[config.mk]
export PLATFORM = sky130hd
export DESIGN_NAME = idu_pipe
export DESIGN_NICKNAME = d
export VERILOG_FILES = /design/src/rtl/idu_pipe.sv
export SDC_FILE = /design/constraint.sdc
export NUM_CORES = 2
export LEC_CHECK = 0
export BUFFER_PORTS_ARGS = -buffer_cell sky130_fd_sc_hd__buf_2
export CAP_MARGIN = 20
export CORE_AREA = 2 2 396 398
export CTS_CLUSTER_DIAMETER = 100
export DETAILED_ROUTE_END_ITERATION = 6
export DIE_AREA = 0 0 398 400
export GPL_TIMING_DRIVEN = 0
export PLACE_DENSITY = 0.56
export SLEW_MARGIN = 20
export SYNTH_ARGS = -nofsm -noshare
export SYNTH_HDL_FRONTEND = slang
export SYNTH_SLANG_ARGS = --single-unit
[constraint.sdc]
create_clock -name clk -period 3.1 [get_ports clk]
set_clock_uncertainty 0.05 [all_clocks]
set_input_delay 0 -clock clk [delete_from_list [all_inputs] [get_ports clk]]
set_output_delay 0 -clock clk [all_outputs]
set_load 0.005 [all_outputs]
[src/rtl/idu_pipe.sv]
// idu_pipe: RV32I decode stage with the GPR file, a pending-write scoreboard and one output register.
// Define IDU_BYPASS_EN to forward a same-cycle writeback into a waiting source instead of stalling one more cycle.
module idu_pipe #(
  parameter int XLEN           = 32,
  parameter int NR_REG         = 32,
  parameter int REG_ADDR_WIDTH = $clog2(NR_REG)
) (
  input  logic                      clk,
  input  logic                      rst_n,
  input  logic                      in_valid,
  output logic                      in_ready,
  input  logic [XLEN-1:0]           in_inst,
  input  logic [XLEN-1:0]           in_pc,
  output logic                      out_valid,
  input  logic                      out_ready,
  output logic [XLEN-1:0]           out_pc,
  output logic [2:0]                out_inst_type,
  output logic [XLEN-1:0]           out_imm,
  output logic [6:0]                out_opcode,
  output logic [2:0]                out_funct3,
  output logic [6:0]                out_funct7,
  output logic [REG_ADDR_WIDTH-1:0] out_rd,
  output logic                      out_rd_wen,
  output logic [XLEN-1:0]           out_src1,
  output logic [XLEN-1:0]           out_src2,
  input  logic                      wb_valid,
  input  logic [REG_ADDR_WIDTH-1:0] wb_addr,
  input  logic [XLEN-1:0]           wb_data
);
  localparam logic [2:0] T_N = 3'd0, T_R = 3'd1, T_I = 3'd2, T_S = 3'd3,
                         T_B = 3'd4, T_U = 3'd5, T_J = 3'd6;
  localparam logic [5:0] REG_LIM = 6'(NR_REG);

  logic [6:0]                opcode;
  logic [4:0]                rd_f, rs1_f, rs2_f;
  logic [2:0]                raw_type, dec_type;
  logic                      raw_rs1, raw_rs2, raw_rd, idx_bad;
  logic                      use_rs1, use_rs2, rd_wen;
  logic [XLEN-1:0]           imm;
  logic [REG_ADDR_WIDTH-1:0] rs1, rs2, rd;
  logic [XLEN-1:0]           gpr [NR_REG];
  logic [NR_REG-1:0]         pending;
  logic                      byp1, byp2, hazard, accept, wb_we;
  logic [XLEN-1:0]           src1, src2;

  assign opcode = in_inst[6:0];
  assign rd_f   = in_inst[11:7];
  assign rs1_f  = in_inst[19:15];
  assign rs2_f  = in_inst[24:20];
  assign rs1    = rs1_f[REG_ADDR_WIDTH-1:0];
  assign rs2    = rs2_f[REG_ADDR_WIDTH-1:0];
  assign rd     = rd_f[REG_ADDR_WIDTH-1:0];

  always_comb begin
    raw_type = T_N;
    case (opcode)
      7'b0110111, 7'b0010111:                         raw_type = T_U;
      7'b1101111:                                     raw_type = T_J;
      7'b1100111, 7'b0000011, 7'b0010011, 7'b1110011: raw_type = T_I;
      7'b1100011:                                     raw_type = T_B;
      7'b0100011:                                     raw_type = T_S;
      7'b0110011:                                     raw_type = T_R;
      default:                                        raw_type = T_N;
    endcase
  end

  assign raw_rs1 = (raw_type == T_R) | (raw_type == T_I) | (raw_type == T_S) | (raw_type == T_B);
  assign raw_rs2 = (raw_type == T_R) | (raw_type == T_S) | (raw_type == T_B);
  assign raw_rd  = (raw_type == T_R) | (raw_type == T_I) | (raw_type == T_U) | (raw_type == T_J);

  // Register indices beyond the implemented file (e.g. RV32E) demote the instruction to N.
  assign idx_bad  = (raw_rs1 & ({1'b0, rs1_f} >= REG_LIM)) |
                    (raw_rs2 & ({1'b0, rs2_f} >= REG_LIM)) |
                    (raw_rd  & ({1'b0, rd_f}  >= REG_LIM));
  assign dec_type = idx_bad ? T_N : raw_type;
  assign use_rs1  = raw_rs1 & ~idx_bad;
  assign use_rs2  = raw_rs2 & ~idx_bad;
  assign rd_wen   = raw_rd & ~idx_bad & (rd_f != 5'd0);

  always_comb begin
    imm = '0;
    case (dec_type)
      T_I:     imm = XLEN'($signed(in_inst[31:20]));
      T_S:     imm = XLEN'($signed({in_inst[31:25], in_inst[11:7]}));
      T_B:     imm = XLEN'($signed({in_inst[31], in_inst[7], in_inst[30:25], in_inst[11:8], 1'b0}));
      T_U:     imm = XLEN'($signed({in_inst[31:12], 12'b0}));
      T_J:     imm = XLEN'($signed({in_inst[31], in_inst[19:12], in_inst[20], in_inst[30:21], 1'b0}));
      default: imm = '0;
    endcase
  end

  assign wb_we = wb_valid & (wb_addr != '0);

`ifdef IDU_BYPASS_EN
  assign byp1 = wb_we & (wb_addr == rs1);
  assign byp2 = wb_we & (wb_addr == rs2);
`else
  assign byp1 = 1'b0;
  assign byp2 = 1'b0;
`endif

  assign src1 = (!use_rs1 || rs1 == '0) ? '0 : (byp1 ? wb_data : gpr[rs1]);
  assign src2 = (!use_rs2 || rs2 == '0) ? '0 : (byp2 ? wb_data : gpr[rs2]);

  // pending[0] is never set because rd_wen excludes x0.
  assign hazard   = (use_rs1 & pending[rs1] & ~byp1) | (use_rs2 & pending[rs2] & ~byp2);
  assign in_ready = (~out_valid | out_ready) & ~hazard;
  assign accept   = in_valid & in_ready;

  always_ff @(posedge clk or negedge rst_n) begin
    if (!rst_n) begin
      for (int i = 0; i < NR_REG; i++) gpr[i] <= '0;
    end else if (wb_we) begin
      gpr[wb_addr] <= wb_data;
    end
  end

  // Set follows clear so an accept targeting the same register keeps it pending.
  always_ff @(posedge clk or negedge rst_n) begin
    if (!rst_n) begin
      pending <= '0;
    end else begin
      if (wb_we) pending[wb_addr] <= 1'b0;
      if (accept && rd_wen) pending[rd] <= 1'b1;
    end
  end

  always_ff @(posedge clk or negedge rst_n) begin
    if (!rst_n) begin
      out_valid     <= 1'b0;
      out_pc        <= '0;
      out_inst_type <= '0;
      out_imm       <= '0;
      out_opcode    <= '0;
      out_funct3    <= '0;
      out_funct7    <= '0;
      out_rd        <= '0;
      out_rd_wen    <= 1'b0;
      out_src1      <= '0;
      out_src2      <= '0;
    end else if (accept) begin
      out_valid     <= 1'b1;
      out_pc        <= in_pc;
      out_inst_type <= dec_type;
      out_imm       <= imm;
      out_opcode    <= opcode;
      out_funct3    <= in_inst[14:12];
      out_funct7    <= in_inst[31:25];
      out_rd        <= rd;
      out_rd_wen    <= rd_wen;
      out_src1      <= src1;
      out_src2      <= src2;
    end else if (out_ready) begin
      out_valid     <= 1'b0;
    end
  end
endmodule
==> flow_summary.yaml <==
die:
  design.die.area_um2: 159000
  design.core.area_um2: 155000
  initial_core_util_pct: 39.7
  die_width_um: 398
  die_height_um: 400
  io_pins: 262
  row_count: 145
timing:
  timing_worst_slew_pin_value_ps: 1270
  min_period_over_period_pct: 100
  final_hold_viol_count: 0
  maxSlewHeadroom_pct: 15.3
  setup_viol: 1
  fin_crit_ps: 3100
  grt_setup_unrepaired: "no"
  final.setup.worst_slack_ps: -3.97
  clock.fmax_ghz: 0.322
  fin_tns_setup_ps: -3.97
  timing.final.max_slew_violations: 0
yosys:
  postSynthAreaPerCell_um2: 15.7
  synth_compound_gate_area_share_pct: 3.95
  synthCells: 3931
  synth_area_leader_cell: "sky130_fd_sc_hd__dfrtp_1"
  main_combinational_cell_family_by_area_after_synthesis: "multiplexers"
  synth_top_cell_area_share_pct: 49.3
  yosys-mux-area-fraction_pct: 42.3
  netlist-cell-type-count: 47
  synthAdderAreaFrac_pct: 0.0407
  synth_nets: 4039
  synth-main-ff-cell: "sky130_fd_sc_hd__dfrtp_1"
  synth_common_cells: "sky130_fd_sc_hd__dfrtp_1, sky130_fd_sc_hd__mux2_2, sky130_fd_sc_hd__mux4_2"
  synth.yosys.warnings: 0
  synth_area_um2: 61500
  synth-seq-area-share_pct: 49.3
  postSynth.asyncResetShare_pct: 100
  synth_top_cells_by_area: "sky130_fd_sc_hd__dfrtp_1, sky130_fd_sc_hd__mux4_2, sky130_fd_sc_hd__mux2_2"
  synth_most_common_cell: "sky130_fd_sc_hd__dfrtp_1"
  synth_edf_count: 0
  yosys_register_bits: 1211
  synth_simple_gate_area_share_pct: 1.39
  synth_xor_area_share_pct: 0.0142
route:
  via_count: 40800
  via_per_inst: 6.12
  first_pass_iters: 5
  wire_per_inst_um: 33.1
  drt_wl_total_mm: 221
  antenna_violating_nets_remaining: 0
  detail_route.drc_violations: 0
  drt_first_iter_violations: 4075
global_route:
  grt_first_pass_wirelength_mm: 314
  maximum_number_of_pins_on_one_net_before_global_route_repair: 135
  initial_antenna_violation_count: 4
  grt_overflow_total: 0
  first_global_vias: 41600
  grt_usage_pct: 27.9
worst_setup_path:
  rr_worst_depth: 9
  path_buf_inv: 3
  crit_slowest_cell: "sky130_fd_sc_hd__clkbuf_1"
  path_depth: 8
  crit_family: "buffers and inverters"
  cp_cell_sequence: "clkbuf_1 > clkbuf_1 > clkbuf_1 > mux4_2 > a22oi_1 > nand2_1 > a21oi_1 > o2bb2ai_1"
  critPathArrivalTime_ps: 3690
  path_max_fanout: 10
  crit_path_most_repeated_cell: "sky130_fd_sc_hd__clkbuf_1"
  critPathRequiredTime_ps: 3680
  critPathMaxStageDelay_ps: 860
  worst-setup-path-type: "input port to register"
  worst_setup_path_end_kind: "register"
  type_of_element_launching_the_critical_path: "input port"
cells_and_area:
  final-seq-area_um2: 30300
  finalNetCount: 4606
  areaGrowthSynthToFinish_pct: 17.3
  finish.utilization_pct: 46.5
  multi_input_area_um2: 29400
  finalNonFillerCells: 6662
  fill_cells: 13600
  drive_above_1_share_pct: 49.8
  antennaDiodeCount: 0
run:
  maxCapViolCount: 0
placement:
  dpl.hpwl_mm: 149
  gp_routability_congestion: 0.891
  port_buffers: 250
  placed_cells: 6257
power:
  report.power.total_w: 0.0465
  vdd_drop_max_mv: 0.566
  p_per_area_nw_per_um2: 645
  power.leakage_nw: 31.4
min_path:
  min_delay_path_depth: 4
  hp-class: "input port to register"
clocking:
  ctsLongestPathBuffers: 3
  tritoncts: "done"
  h-tree-depth: 4
  numCtsBuffers: 138
  insertion_delay_ps: 790
  clkTransAtPathRegs_ps: 60
  cts_num_sinks: 1211
  root_buffer: "sky130_fd_sc_hd__clkbuf_16"
outcome:
  violations: "setup timing"
  run_status: "finished, violations left"
-- power breakdown --
part	internal (W)	switching (W)	total [W]
Combinational	0.00536	0.00381	0.00917
Sequential	0.0185	0.00189	0.0204
Clock	0.0100	0.00690	0.0169
-- stage by stage --
step | cell area (um2) | hold WS [ps] | setup slack [ps]
6_report | 72200 | 34.9 | -3.97
5_1_grt | 72200 | 41.2 | 0.821
4_1_cts | 72100 | 0.193 | 21.7
3_5_place_dp | 65800 | 10.4 | -1080
3_3_place_gp | 65300 | 182 | -25830
2_1_floorplan | 61500 | -346 | 603
-- worst paths after layout --
check,startpoint,slack (ps),to
max,in_inst[16],-4,out_src1[10]$_DFFE_PN0P_
min,in_inst[25],30,out_imm[25]$_DFFE_PN0P_
max reg2reg,pending[31]$_DFF_PN0_,90,out_valid$_DFFE_PN0P_
min reg2reg,gpr[1008]$_DFFE_PN0P_,430,gpr[1008]$_DFFE_PN0P_
max in group asynchronous,rst_n,390,out_src1[15]$_DFFE_PN0P_
min in group asynchronous,rst_n,360,out_pc[14]$_DFFE_PN0P_
-- routing by layer --
layer | track usage (%) | up-vias | routed length [um]
li1 | - | 16300 | -
met1 | 37.9 | 22200 | 91900
met2 | 43.0 | 1740 | 101000
met3 | 6.03 | 449 | 16500
met4 | 12.8 | 2 | 11000
met5 | 0 | - | 12
-- timing repair --
| item | in CTS | in global routing |
|---|---|---|
| endpoints found under the hold margin | 1535 | 0 |
| setup buffers | 1 | 3 |
| resized for setup | 14 | 16 |
| gates cloned | 0 | 1 |
| pin swaps | 1 | 2 |
| hold buffers | 155 | 0 |
| endpoints found under the setup margin | 53 | 179 |
-- cell families (layout without fill, tap and decap cells) --
kind of cell | Yosys count | count (layout)
DFF | 1211 | 1211
and+or+nand+nor | 178 | 178
xor gates and xnor gates | 1 | 1
adders and majority gates | 2 | 2
muxes | 1718 | 1718
AOI/OAI and AO/OA | 352 | 352
buffers and inverters | 469 | 1142
-- worst min-delay path: stages --
cell and delay (ps):
sky130_fd_sc_hd__dlygate4sd3_1 530, sky130_fd_sc_hd__buf_2 110, sky130_fd_sc_hd__a21oi_1 50, sky130_fd_sc_hd__mux2i_1 120
-- area by class of cell --
class	count	area share, %
Clock inverter	44	0.678
Multi-Input combinational cell	2251	40.7
Clock buffer	202	5.77
Sequential cell	1211	42.0
Inverter	33	0.172
Buffer	434	2.62
Tap cell	2058	3.57
Timing Repair Buffer	429	4.54
-- placed cells by master, fill, tap and decap left out, drive strengths merged, types with 64 or more instances in the layout --
cell type / Yosys / final
mux2i: 82 / 82
clkbuf: 322 / 528
nand2: 79 / 79
a22oi: 135 / 135
dfrtp: 1211 / 1211
o2bb2ai: 64 / 64
a21oi: 87 / 87
buf: 114 / 381
mux2: 1057 / 1057
mux4: 579 / 579
dlygate4sd3: 0 / 155
-- registers in the layout, indices dropped and copies added, names as in the netlist, 5 cells and up --
signal / cells
out_opcode: 7
out_pc: 32
out_src1: 32
out_rd: 5
out_src2: 32
pending: 32
out_imm: 32
gpr: 1024
out_funct7: 7
No activity file was read; power rests on OpenSTA's default activity.
